## src/rtl/flash_loader.sv

```systemverilog
// Boot-time copier: reads a fixed-size image from SPI flash with the READ (0x03)
// command and stores it through the ramio write port as little-endian 32-bit words.
module flash_loader #(
   parameter int unsigned TransferByteCount = 256,
   parameter logic [23:0] FlashStartAddress = 24'h00_0000,
   parameter logic [31:0] RamStartAddress   = 32'h0000_0000
) (
   input  logic        clk,
   input  logic        rst,
   input  logic        start,
   output logic        busy,
   output logic        done,
   output logic        flash_clk,
   output logic        flash_mosi,
   input  logic        flash_miso,
   output logic        flash_cs_n,
   output logic        ramio_enable,
   output logic [2:0]  ramio_read_type,
   output logic [1:0]  ramio_write_type,
   output logic [31:0] ramio_address,
   output logic [31:0] ramio_data_in,
   input  logic        ramio_busy
);

   localparam int unsigned CountWidth = $clog2(TransferByteCount) + 1;
   localparam logic [CountWidth-1:0] LastCount = CountWidth'(TransferByteCount);
   localparam logic [CountWidth-1:0] WordBytes = CountWidth'(4);
   localparam logic [7:0] ReadCmd = 8'h03;

   if ((TransferByteCount < 4) || (TransferByteCount % 4 != 0)) begin : g_bad_count
      $error("flash_loader: TransferByteCount must be a multiple of 4 and at least 4");
   end

   typedef enum logic [2:0] {
      IDLE,
      SEND_CMD,
      SEND_ADDR,
      READ_DATA,
      START_WRITE,
      WRITE,
      DONE
   } state_t;

   state_t                state;
   logic                  phase;      // 0: drive flash_clk low + next mosi bit, 1: raise flash_clk
   logic [4:0]            bit_cnt;
   logic [1:0]            byte_idx;
   logic [31:0]           tx_shift;
   logic [6:0]            rx_shift;
   logic [31:0]           word;
   logic [31:0]           word_addr;
   logic [CountWidth-1:0] byte_cnt;

   always_ff @(posedge clk or posedge rst) begin
      if (rst) begin
         // NOTE: the datapath registers are reset as well, so every output leaves reset at a known value.
         state            <= IDLE;
         phase            <= 1'b0;
         bit_cnt          <= '0;
         byte_idx         <= '0;
         tx_shift         <= '0;
         rx_shift         <= '0;
         word             <= '0;
         word_addr        <= '0;
         byte_cnt         <= '0;
         busy             <= 1'b0;
         done             <= 1'b0;
         flash_clk        <= 1'b0;
         flash_mosi       <= 1'b0;
         flash_cs_n       <= 1'b1;
         ramio_enable     <= 1'b0;
         ramio_read_type  <= 3'b000;
         ramio_write_type <= 2'b00;
         ramio_address    <= '0;
         ramio_data_in    <= '0;
      end else begin
         case (state)
            IDLE, DONE: begin
               if (start) begin
                  state      <= SEND_CMD;
                  flash_cs_n <= 1'b0;
                  busy       <= 1'b1;
                  done       <= 1'b0;
                  word_addr  <= RamStartAddress;
                  byte_cnt   <= '0;
                  phase      <= 1'b0;
                  bit_cnt    <= '0;
                  byte_idx   <= '0;
                  tx_shift   <= {ReadCmd, FlashStartAddress};
               end
            end

            SEND_CMD, SEND_ADDR: begin
               phase <= ~phase;
               if (!phase) begin
                  flash_clk  <= 1'b0;
                  flash_mosi <= tx_shift[31];
                  tx_shift   <= {tx_shift[30:0], 1'b0};
               end else begin
                  flash_clk <= 1'b1;
                  bit_cnt   <= bit_cnt + 5'd1;
                  if (state == SEND_CMD && bit_cnt == 5'd7) begin
                     state <= SEND_ADDR;
                  end
                  if (bit_cnt == 5'd31) begin
                     state   <= READ_DATA;
                     bit_cnt <= '0;
                  end
               end
            end

            READ_DATA: begin
               phase <= ~phase;
               if (!phase) begin
                  flash_clk  <= 1'b0;
                  flash_mosi <= 1'b0;
               end else begin
                  // flash_miso is captured on the same edge that raises flash_clk
                  flash_clk <= 1'b1;
                  bit_cnt   <= bit_cnt + 5'd1;
                  if (bit_cnt[2:0] == 3'd7) begin
                     word[{byte_idx, 3'b000} +: 8] <= {rx_shift, flash_miso};
                     byte_idx                      <= byte_idx + 2'd1;
                     bit_cnt                       <= '0;
                     if (byte_idx == 2'd3) begin
                        state <= START_WRITE;
                     end
                  end else begin
                     rx_shift <= {rx_shift[5:0], flash_miso};
                  end
               end
            end

            START_WRITE: begin
               flash_clk <= 1'b0;
               if (!ramio_busy) begin
                  ramio_enable     <= 1'b1;
                  ramio_write_type <= 2'b11;
                  ramio_address    <= word_addr;
                  ramio_data_in    <= word;
                  word_addr        <= word_addr + 32'd4;
                  byte_cnt         <= byte_cnt + WordBytes;
                  state            <= WRITE;
               end
            end

            WRITE: begin
               if (!ramio_busy) begin
                  ramio_enable     <= 1'b0;
                  ramio_write_type <= 2'b00;
                  if (byte_cnt < LastCount) begin
                     // chip select stays low so the flash keeps streaming from where it paused
                     state <= READ_DATA;
                     phase <= 1'b0;
                  end else begin
                     state      <= DONE;
                     flash_cs_n <= 1'b1;
                     busy       <= 1'b0;
                     done       <= 1'b1;
                  end
               end
            end

            default: state <= IDLE;
         endcase
      end
   end

endmodule

```

## config.mk

```make
export PLATFORM = sky130hd
export DESIGN_NAME = flash_loader
export DESIGN_NICKNAME = d
export VERILOG_FILES = /design/src/rtl/flash_loader.sv
export SDC_FILE = /design/constraint.sdc
export NUM_CORES = 1
export LEC_CHECK = 0
export ABC_AREA = 1
export BUFFER_PORTS_ARGS = -buffer_cell sky130_fd_sc_hd__buf_2
export CORE_UTILIZATION = 59
export DETAILED_ROUTE_END_ITERATION = 8
export GPL_TIMING_DRIVEN = 1
export PLACE_DENSITY = 0.8
export RECOVER_POWER = 25
export SETUP_SLACK_MARGIN = 0.5
export SLEW_MARGIN = 10
export SYNTH_ARGS = -nofsm -noshare
export SYNTH_HDL_FRONTEND = slang
export SYNTH_SLANG_ARGS = --single-unit
```

## constraint.sdc

```tcl
create_clock -name clk -period 8.63 [get_ports clk]
set_input_delay 2.589 -clock clk [delete_from_list [all_inputs] [get_ports clk]]
set_output_delay 2.589 -clock clk [all_outputs]
set_load 0.05 [all_outputs]
```

# ---- After elaboration in Yosys (flattened, before gate mapping)
# Cells that the tools add are included.
dict set report totals {
  reg_bits 195
  in_bits 5
  out_inout_bits 75
  wordCells 130
}
dict set report classes {
  add_sub_neg 5
  n_lt_le_gt_ge 1
  n_eq_ne 22
  n_shift 2
  mux 53
  n_bitwise 3
  reduce_logical 26
}
# cell n
set ops {}
lappend ops {{$mux W32} 4}
lappend ops {{$pmux W32 S2} 2}
lappend ops {{$add A32 B3 Y32 const B} 1}
lappend ops {{$bwmux W32} 1}
lappend ops {{$shift A8 B7 Y32 const A} 1}
lappend ops {{$shiftx A8 B7 Y32} 1}
lappend ops {{$mux W3} 10}
lappend ops {{$mux W5} 5}
lappend ops {{$ne A2 B2 Y1 const B} 11}
lappend ops {{$mux W9} 2}
lappend ops {{$pmux W9 S2} 1}
lappend ops {{$reduce_and A3 Y1} 6}
lappend ops {{$reduce_and A4 Y1} 4}
lappend ops {{$pmux W3 S5} 1}
lappend ops {{$pmux W5 S3} 1}
lappend ops {{$reduce_bool A2 Y1} 7}
lappend ops {{$mux W1} 13}
lappend ops {{$eq A3 B3 Y1 const B} 4}
lappend ops {{$mux W2} 5}
lappend ops {{$pmux W1 S2} 5}
lappend ops {{$add A9 B3 Y9 const B} 1}
lappend ops {{$lt A9 B9 Y1 const B} 1}
lappend ops {{$pmux W2 S2} 2}
lappend ops {{$reduce_and A8 Y1} 1}
lappend ops {{17 further kinds} 22}

# ---- Depth between registers and ports, before layout
# Gate-level depths: netlist of the first run.
dict set report logic_depth {
  word_depth 6
  mapped_depth 11
  mapped_depth_nobuf 11
}

# ---- Worst setup path before layout of the first run
# No wires, ideal clock.
dict set report synth_path {
  path_kind {input to register}
  start {input port ramio_busy}
  end {register byte_cnt[5]}
  setup_ps 123
  t_arrival_ps 3418
  required_ps 8507
  path_slack_ps 5089
  path_stages 6
  n_path_buf 1
  cell_sequence {nand3b_2 -> nand2_2 -> nand2_4 -> buf_6 -> nor3b_1 -> nor2_1}
}
dict set report synth_between {
  elab_chain_cells 2
}
# element line_no
set synth_lines {}
lappend synth_lines {{from (decl)} 22} ;# input logic ramio_busy
lappend synth_lines {{$ne A2 B2 Y1 (no source line)} -}
lappend synth_lines {{$reduce_and A3 Y1 (no source line)} -}
lappend synth_lines {{to (signal assigned)} 142} ;# byte_cnt <= byte_cnt + WordBytes;
lappend synth_lines {{to (decl)} 52} ;# logic [CountWidth-1:0] byte_cnt;
# No other way between the ends.
# A chain may end at the register's enable or synchronous reset.

==> results of run 1 <==
==> metal layers <==
layer	share of wire, %	global-route usage [%]	vias up
li1	-	-	3112
met4	1.6	10.0	0
met2	45	38.5	193
met3	5.7	5.44	20
met1	48	38.3	2892
met5	0	0	-
==> cells in the mapped netlist, drive strengths merged <==
library cell | number | area, µm²
nand4 | 12 | 75.1
dfstp | 1 | 26.3
a31oi | 1 | 6.26
nand2 | 292 | 1150
clkbuf | 14 | 52.6
o21ai | 117 | 616
conb | 1 | 3.75
nor3b | 3 | 22.5
xor2 | 4 | 35.0
ha | 10 | 125
a21oi | 14 | 70.1
dfrtp | 162 | 4050
nor2 | 101 | 440
nand3b | 3 | 26.3
nor3 | 14 | 70.1
a22o | 1 | 8.76
inv | 93 | 349
nand3 | 75 | 388
buf | 23 | 156
==> stage by stage <==
step	cells	hold WS, ps
after global routing	1186	482
after CTS	1186	469
after floorplan	945	436
after detailed placement	1156	454
after global placement	1156	443
final	1186	467
==> power by group through the flow <==
stage          sequential (mW)  clock, mW  combinational, mW
2_1_floorplan            0.990          0              0.410
6_report                 0.919      0.777              0.571
4_1_cts                  0.916      0.784              0.577
3_5_place_dp             0.928          0              0.570
3_3_place_gp             0.926          0              0.559
5_1_grt                  0.928      0.820              0.630
==> worst paths after layout <==
| kind | startpoint | to | slack (ps) | cells after the start |
|---|---|---|---|---|
| worst max-delay path | rst | word_addr[6] | 3210 | 3 |
| worst min-delay path | word[30] | ramio_data_in[30] | 470 | 2 |
| worst max register to register | state[0] | word_addr[23] | 5520 | 8 |
| worst min register to register | word[30] | ramio_data_in[30] | 470 | 2 |
| max in group clk | ramio_busy | word_addr[23] | 3920 | 8 |
| min in group asynchronous | rst | ramio_address[24] | 3300 | 2 |
==> cells in the final DEF, fill, tap and decap left out, types with 2 or more instances in the layout <==
| master | n |
|---|---|
| buf_2 | 73 |
| ha_1 | 10 |
| xor2_1 | 4 |
| nand2_4 | 3 |
| conb_1 | 5 |
| clkbuf_1 | 2 |
| inv_2 | 2 |
| nand2_1 | 284 |
| nor2_4 | 5 |
| nand4_1 | 12 |
| clkbuf_8 | 5 |
| clkbuf_16 | 17 |
| inv_1 | 90 |
| nor2_2 | 2 |
| nand3_1 | 74 |
| a21oi_1 | 14 |
| nor3b_1 | 3 |
| nor3_1 | 14 |
| o21ai_2 | 8 |
| bufinv_16 | 3 |
| nand2_2 | 5 |
| dfrtp_1 | 162 |
| o21ai_0 | 105 |
| o21ai_1 | 4 |
| clkinvlp_4 | 2 |
| nand3b_1 | 2 |
| clkinv_2 | 2 |
| nor2_1 | 93 |
==> cell families (layout without fill, tap and decap cells) <==
group           Yosys count  after routing  synth area share (%)
other cells               1              5                0.0489
compound gates          133            133                  9.13
buf+inv                 130            199                  7.27
fa+ha+maj                10             10                  1.63
flops                   163            163                  53.2
xor+xnor                  4              4                 0.457
simple gates            500            500                  28.3
==> tightest hold or removal path, delay by kind of cell, from the launching register on <==
family,cells,cell delay [ps]
DFF,1,330
and+or+nand+nor,2,110
==> registers in the layout, summed over array words and instances, names as in the netlist <==
name              cells
tx_shift              8
word                 32
word_addr            30
flash_clk             1
done                  1
flash_mosi            1
rx_shift              7
bit_cnt               5
ramio_write_type      1
flash_cs_n            1
byte_cnt              7
ramio_data_in        32
phase                 1
byte_idx              2
state                 3
ramio_address        30
busy                  1
==> area by class of cell <==
cell class | instances | area (µm²) | area share, %
inverters | 93 | 350 | 4.03
multi-input cells | 652 | 3040 | 35.0
flip-flops and latches | 163 | 4080 | 47.0
well taps | 172 | 215 | 2.48
clock inverters | 8 | 124 | 1.43
clock buffers | 22 | 494 | 5.69
repair buffers | 76 | 380 | 4.38
==> impl_metrics.toml, run 1 <==
[outcome]
outcome = "complete, but fails checks"
violations = "max-capacitance violations, max-slew violations"

[placement]
dpl_cell_area_um2 = 8090
dp_hpwl_um = 10700
port_buffers = 74
place_congestion = 0.906
post-place-ws_ps = 3570

[power]
peakVddDrop_uv = 233
pwr-share-seq_pct = 40.5
clockPowerShare_pct = 34.3
p_leak_nw = 4.41
combPwrFrac_pct = 25.2
internal_power_mw = 1.45
power.total_mw = 2.27
p_sw_share_pct = 36.0
power_density_nw_per_um2 = 261
power.switching_mw = 0.816

[clock_tree]
ctsResizeCount = 0
cts-htree-levels = 4
root_buffer = "clkbuf_16"
cts_tree = "yes"
cts-buffers-inserted = 17
cts.sinks = 163
post_cts_buffers = 0
hold_buffers = 0
clockBufferDepth = 2
clk_latency_ps = 430
clkTransAtPathRegs_ps = 60

[floorplanning]
dieArea_um2 = 13500
core_area_um2 = 12700
rows = 41
ioPinCount = 80
die_w_um = 116
start_util_pct = 60.5
die_h_um = 116

[sta]
finalCritPeriodShare_pct = 62.8
hold_viol = 0
rsz0062_at_grt = "no"
report.final.slew_viol_count = 90
slew_headroom_pct = -153
postLayoutSetupSlackWorst_ps = 3210
skew_ps = 6.49
worst_pin_slew_ps = 3780
finalCriticalPeriod_ps = 5420
setup_viol = 0
max_freq_mhz = 185
tns_ps = 0

[job]
cap_viol_max_count = 1

[route]
drc = 0
viasPerCell = 5.24
via_count = 6217
dr.pass1.iters = 8
wl_per_cell_um = 13.7
route.antenna.remaining_nets = 0
wl_um = 16200
drtIter0Drc = 511

[global_routing]
grt_pass1_wl_um = 27000
grt-ovfl-total = 0
grt_max_degree = 110
grt_usage_pct = 26.2
antenna_found_initial = 0
grt_pass1_vias = 5606

[worst_setup_path]
cp_max_fo = 89
cp_cell_sequence = "buf_2, clkinvlp_2, buf_4"
path_delay_family = "buffers and inverters"
end_kind = "async pin"
crit_slowest_cell = "clkinvlp_2"
cp.arrival_ps = 5860
path_class = "primary input to async pin"
path_buf_inv = 3
max_stage_delay_ps = 2130
required_ps = 9070
startpoint_type = "primary input"

[layout]
fillCellCount = 1048
antenna_cells = 0
syn2layout_area_growth_pct = 13.2
final_util_pct = 68.5
drive_gt1_share_pct = 13.2
design_area_um2 = 8680
fin_nets = 1018

[logic_synthesis]
yosys_register_bits = 163
synth_seq_area_share_pct = 53.2
syn_inst = 941
avgSynthCellArea_um2 = 8.15
synthDistinctLibCells = 32
yosysWarningCount = 3
syn_area_um2 = 7670

[min_path]
hp-class = "flop to flop"
(Power assumes the default switching activity.)
==> run 2: changes to the inputs <==
--- a/config.mk
+++ b/config.mk
@@ -5,12 +5,12 @@
 export SDC_FILE = /design/constraint.sdc
 export NUM_CORES = 1
 export LEC_CHECK = 0
-export ABC_AREA = 1
+export ABC_AREA = 0
 export BUFFER_PORTS_ARGS = -buffer_cell sky130_fd_sc_hd__buf_2
-export CORE_UTILIZATION = 59
+export CORE_UTILIZATION = 58
 export DETAILED_ROUTE_END_ITERATION = 8
 export GPL_TIMING_DRIVEN = 1
-export PLACE_DENSITY = 0.8
+export PLACE_DENSITY = 0.79
 export RECOVER_POWER = 25
 export SETUP_SLACK_MARGIN = 0.5
 export SLEW_MARGIN = 10
==> constraint.sdc (replaced) <==
create_clock -name clk -period 5.57 [get_ports clk]
set_input_delay 1.671 -clock clk [delete_from_list [all_inputs] [get_ports clk]]
set_output_delay 1.671 -clock clk [all_outputs]
set_load 0.05 [all_outputs]
==> run 2 against run 1 <==
First-iteration DRC count is 7.4% lower. Setup slack lost 1500 ps. Core utilization decreased by 0.84 points. Highest routed layer unchanged. Final cell count fell by 17%. Clock skew shrank 3.1 ps. Critical endpoint is now ramio_address[26]. Count of clock-buffer cells in the layout stayed put. Clock power increased by 48%. Sequential power rose by 60%. Total power grew 47%. Non-clock buffer count up 2. The run still ends with max-capacitance violations, max-slew violations left. Worst hold slack barely moved.
==> impl_metrics.toml, run 2 <==
[layout]
final_util_pct = 67.7
drive_gt1_share_pct = 15.0
reg.largest.list = "ramio_data_in x32, word x32"
final_cell_mix = "nand2_1, dfrtp_1, buf_2"
fillCellCount = 937
antenna_cells = 0
stdcell_count = 986
regArea_um2 = 4080
layout_commonest_cell = "nand2_1"
syn2layout_area_growth_pct = 14.0
fin_nets = 841
multi_input_comb_area_um2 = 2830

[logic_synthesis]
ys_async_sr_fraction_pct = 100
synth.most_common_cell = "nand2_1"
syn_area_um2 = 7130
synth_seq_area_share_pct = 57.2
synth_top_area_share_pct = 56.8
synthDistinctLibCells = 51
synthFlopType = "dfrtp_1"
syn_inst = 766
avgSynthCellArea_um2 = 9.31
yosys_register_bits = 163
synth_edf_count = 0
yosysTopAreaCell = "dfrtp_1"
yosysWarningCount = 3
ys_top_cells_by_area = "dfrtp_1, nand2_1, o21ai_0"
ys_top_cells_by_count = "nand2_1, dfrtp_1, o21ai_0"

[sta]
finalCriticalPeriod_ps = 3840
worst_pin_slew_ps = 2180
report.final.slew_viol_count = 114
slew_headroom_pct = -45.4
skew_ps = 3.41
setup_viol = 0
max_freq_mhz = 261
hold_viol = 0
finalCritPeriodShare_pct = 68.9
tns_ps = 0
rsz0062_at_grt = "no"

[global_routing]
grt_usage_pct = 25.4
antenna_found_initial = 0
grt_max_degree = 86
grt_pass1_wl_um = 25500
grt_pass1_vias = 5472
grt-ovfl-total = 0

[clock_tree]
clk_latency_ps = 420
ctsResizeCount = 0
post_cts_buffers = 0
clockBufferDepth = 2
cts-htree-levels = 4
cts-buffers-inserted = 17
clkTransAtPathRegs_ps = 60
hold_buffers = 0
cts_tree = "yes"
cts.sinks = 163
root_buffer = "clkbuf_16"

[power]
p_leak_nw = 4.14
peakVddDrop_uv = 233
power_density_nw_per_um2 = 410

[worst_setup_path]
r2r_cells = 3
startpoint_type = "primary input"
end_kind = "flop"
cp_max_fo = 66
path_class = "primary input to flop"
cp.arrival_ps = 4030
required_ps = 5770

[route]
via_count = 5448
drc = 0
wl_um = 14900
viasPerCell = 5.53
drtIter0Drc = 473
dr.pass1.iters = 5
route.antenna.remaining_nets = 0
wl_per_cell_um = 15.1

[floorplanning]
ioPinCount = 80
start_util_pct = 59.4
core_area_um2 = 12000
die_h_um = 113
rows = 40
die_w_um = 113
dieArea_um2 = 12700

[outcome]
violations = "max-capacitance violations, max-slew violations"
outcome = "complete, but fails checks"

[min_path]
hold_path_depth = 2
hp-class = "flop to flop"

[job]
cap_viol_max_count = 2

[placement]
dp_hpwl_um = 9870
post-place-cells = 954
port_buffers = 74
place_congestion = 0.830
[run 2: layout make-up]
type | count | area share (%)
flip-flops and latches | 163 | 50.2
multi-input cells | 557 | 34.8
clock buffers | 22 | 5.96
repair buffers | 78 | 5.06
well taps | 147 | 2.26
clock inverters | 10 | 1.29
inverters | 9 | 0.431
[run 2: kinds of logic after synthesis]
kind of cell / Yosys count / synth area share [%]
compound gates: 98 / 8.11
buf+inv: 50 / 3.21
other cells: 1 / 0.0526
simple gates: 408 / 25.0
flops: 163 / 57.2
fa+ha+maj: 10 / 1.75
mux: 8 / 1.26
xor+xnor: 28 / 3.44
[run 2: layer usage]
layer | GRT usage (%) | routed length, µm
met1 | 34.1 | 6750
met2 | 41.8 | 7230
met4 | 9.04 | 250
met3 | 4.82 | 668
met5 | 0 | 0
[run 2: power by group]
part | internal (mW) | leakage [nW] | switching, mW
Combinational | 0.214 | 1.63 | 0.498
Sequential | 1.30 | 2.21 | 0.164
Clock | 0.702 | 0.291 | 0.450
Total | 2.22 | 4.14 | 1.11
[run 2: final timing paths]
check | startpoint | to | slack (ps)
worst max-delay path | ramio_busy | ramio_address[26] | 1730
worst min-delay path | ramio_address[16] | ramio_address[16] | 470
worst max register to register | state[1] | ramio_address[26] | 2300
worst min register to register | ramio_address[16] | ramio_address[16] | 470
max in group asynchronous | rst | rx_shift[4] | 2570
min in group asynchronous | rst | ramio_data_in[24] | 1790
[run 2: worst max-delay path, stage by stage]
cell and delay (ps):
clkbuf_1 180, or3b_1 270, or2_1 1620, o21ai_0 260
[run 2: per-stage QoR]
| step | power (mW) | cell area, µm² | setup slack [ps] | hold slack (ps) |
|---|---|---|---|---|
| global route | 3.50 | 8130 | 1430 | 496 |
| finish | 3.33 | 8130 | 1730 | 467 |
| floorplan | 2.04 | 7150 | 1830 | 439 |
| detailed placement | 2.19 | 7550 | 1970 | 456 |
| global placement | 2.16 | 7550 | 2060 | 453 |
| CTS | 3.35 | 8140 | 2410 | 473 |
==> run 3: changes to the inputs <==
--- a/config.mk
+++ b/config.mk
@@ -7,10 +7,10 @@
 export LEC_CHECK = 0
 export ABC_AREA = 0
 export BUFFER_PORTS_ARGS = -buffer_cell sky130_fd_sc_hd__buf_2
-export CORE_UTILIZATION = 58
+export CORE_UTILIZATION = 53
 export DETAILED_ROUTE_END_ITERATION = 8
 export GPL_TIMING_DRIVEN = 1
-export PLACE_DENSITY = 0.79
+export PLACE_DENSITY = 0.76
 export RECOVER_POWER = 25
 export SETUP_SLACK_MARGIN = 0.5
 export SLEW_MARGIN = 10
==> constraint.sdc (replaced) <==
create_clock -name clk -period 3.1 [get_ports clk]
set_input_delay 0.93 -clock clk [delete_from_list [all_inputs] [get_ports clk]]
set_output_delay 0.93 -clock clk [all_outputs]
set_load 0.05 [all_outputs]
==> run 3 against run 2 <==
The flow now finishes without violations. First-iteration DRC count is 23% lower. Combinational power is 84% higher. Worst hold slack worse by 0.94 ps. Critical endpoint is now word_addr[25]. Clock power is 69% higher. Critical path depth is 1 higher. Sequential share of layout area is 0.18 points lower. Routed wire length is 1.7% lower. Die area is 9.3% higher. Register-to-register slack worse by 1600 ps. Clock skew is 9.3 ps higher. Core utilization is 5.8 points lower.
==> impl_metrics.toml, run 3 (synthesis gave the netlist of run 2 again) <==
[clock_tree]
hold_buffers = 0
clockBufferDepth = 2
cts-htree-levels = 4
post_cts_buffers = 0
clk_latency_ps = 430
cts-buffers-inserted = 17
cts.sinks = 163
root_buffer = "clkbuf_16"
ctsResizeCount = 0
clkTransAtPathRegs_ps = 60
cts_tree = "yes"

[power]
power_density_nw_per_um2 = 720
p_leak_nw = 4.14
peakVddDrop_uv = 419

[job]
cap_viol_max_count = 0

[placement]
port_buffers = 74
place_congestion = 0.797
dp_hpwl_um = 9580

[global_routing]
grt_max_degree = 68
antenna_found_initial = 0
grt-ovfl-total = 0
grt_usage_pct = 22.7
grt_pass1_wl_um = 24900
grt_pass1_vias = 5080

[min_path]
hp-start = "ramio_address[11]"
min_to = "ramio_address[11]"
hold_path_depth = 2
hp-class = "flop to flop"

[route]
dr.pass1.iters = 4
wl_per_cell_um = 14.3
route.antenna.remaining_nets = 0
drtIter0Drc = 363
wl_met2_um = 6640
via_count = 5430
drc = 0
viasPerCell = 5.31
wl_met3_um = 597
wirelength_met1_um = 7210
wl_um = 14600
highest_layer = "met4"

[layout]
reg.largest.list = "ramio_data_in x32, word x32"
multi_input_comb_area_um2 = 2840
syn2layout_area_growth_pct = 14.4
antenna_cells = 0
drive_gt1_share_pct = 15.4
final_cell_mix = "nand2_1, dfrtp_1, buf_2"
fin_nets = 848
layout_commonest_cell = "nand2_1"
fillCellCount = 1101
regArea_um2 = 4080

[worst_setup_path]
cp_max_fo = 22
timing.rr.start = "state[1]"
required_ps = 3450
path_class = "flop to flop"
path_buf_inv = 0
end_kind = "flop"
timing.reg2reg.setup_slack_ps = 740
crit_start = "state[1]"
startpoint_type = "flop"
max_stage_delay_ps = 630
cp_cell_sequence = "xnor2_1, a21o_1, nand3_2, or3_1, a21oi_1"
crit_slowest_cell = "dfrtp_1"
r2r_cells = 5
reg2reg_to = "word_addr[25]"
path_delay_family = "flip-flops"
cp.arrival_ps = 2710

[sta]
finalCritPeriodShare_pct = 76.1
worst_pin_slew_ps = 1400
report.final.slew_viol_count = 0
finalCriticalPeriod_ps = 2360
hold-worst-slack_ps = 466
slew_headroom_pct = 6.79
setup_viol = 0
tns_ps = 0
rsz0062_at_grt = "no"
max_freq_mhz = 424
hold_viol = 0
skew_ps = 12.7

[floorplanning]
core_area_um2 = 13200
ioPinCount = 80
start_util_pct = 54.1
rows = 42
die_h_um = 118
dieArea_um2 = 13900
die_w_um = 118

[outcome]
outcome = "finished clean"
-- run 3: cell types whose count changed in the layout (fill, tap and decap cells not counted), moves of 2 or more --
cell and delta:
clkbuf_1 +6, buf_4 +4, clkbuf_2 +2, clkbuf_8 -2
clkinv_2 -2, clkinvlp_4 -2
-- run 3: routing by layer --
layer | track usage (%) | up-vias
met1 | 32.6 | 2640
met2 | 33.7 | 123
met3 | 5.81 | 18
met5 | 0 | -
li1 | - | 2649
met4 | 7.45 | 0
-- run 3: per-stage QoR --
stage          cells  power, mW  util (%)  setup slack (ps)  area, µm²
5_1_grt         1022       6.16      61.9               448       8160
2_1_floorplan    770       3.66         -               100       7150
4_1_cts         1022       5.91      62.0               749       8180
3_5_place_dp     990       3.96      57.9               527       7640
6_report        1022       5.87      61.9               742       8160
3_3_place_gp     990       3.93      57.9               565       7640
-- run 3: layout make-up --
cell class	count	area share (%)
multi-input cells	557	34.8
inverters	9	0.429
well taps	176	2.70
clock buffers	26	5.87
clock inverters	6	0.721
flip-flops and latches	163	50.0
repair buffers	85	5.49
-- run 3: how the worst max path moves through the flow --
stage               endpoint  slack, ps  cells past startpoint
5_1_grt             word[21]        450                      3
2_1_floorplan     bit_cnt[0]        100                      1
4_1_cts          byte_cnt[8]        750                      5
6_report       word_addr[25]        740                      5
3_5_place_dp     byte_cnt[8]        530                      6
3_3_place_gp     byte_cnt[8]        570                      6
-- run 3: worst reg2reg max path, stage by stage, from the launching register on --
cell	delay, ps
dfrtp_1	630
xnor2_1	510
a21o_1	390
nand3_2	210
or3_1	400
a21oi_1	140
-- run 3: power breakdown --
group	leakage (nW)	total, mW	switching (mW)	internal (mW)
Sequential	2.21	2.62	0.284	2.34
Combinational	1.66	1.31	0.906	0.405
Clock	0.266	1.94	0.797	1.14
Total	4.14	5.87	1.99	3.89
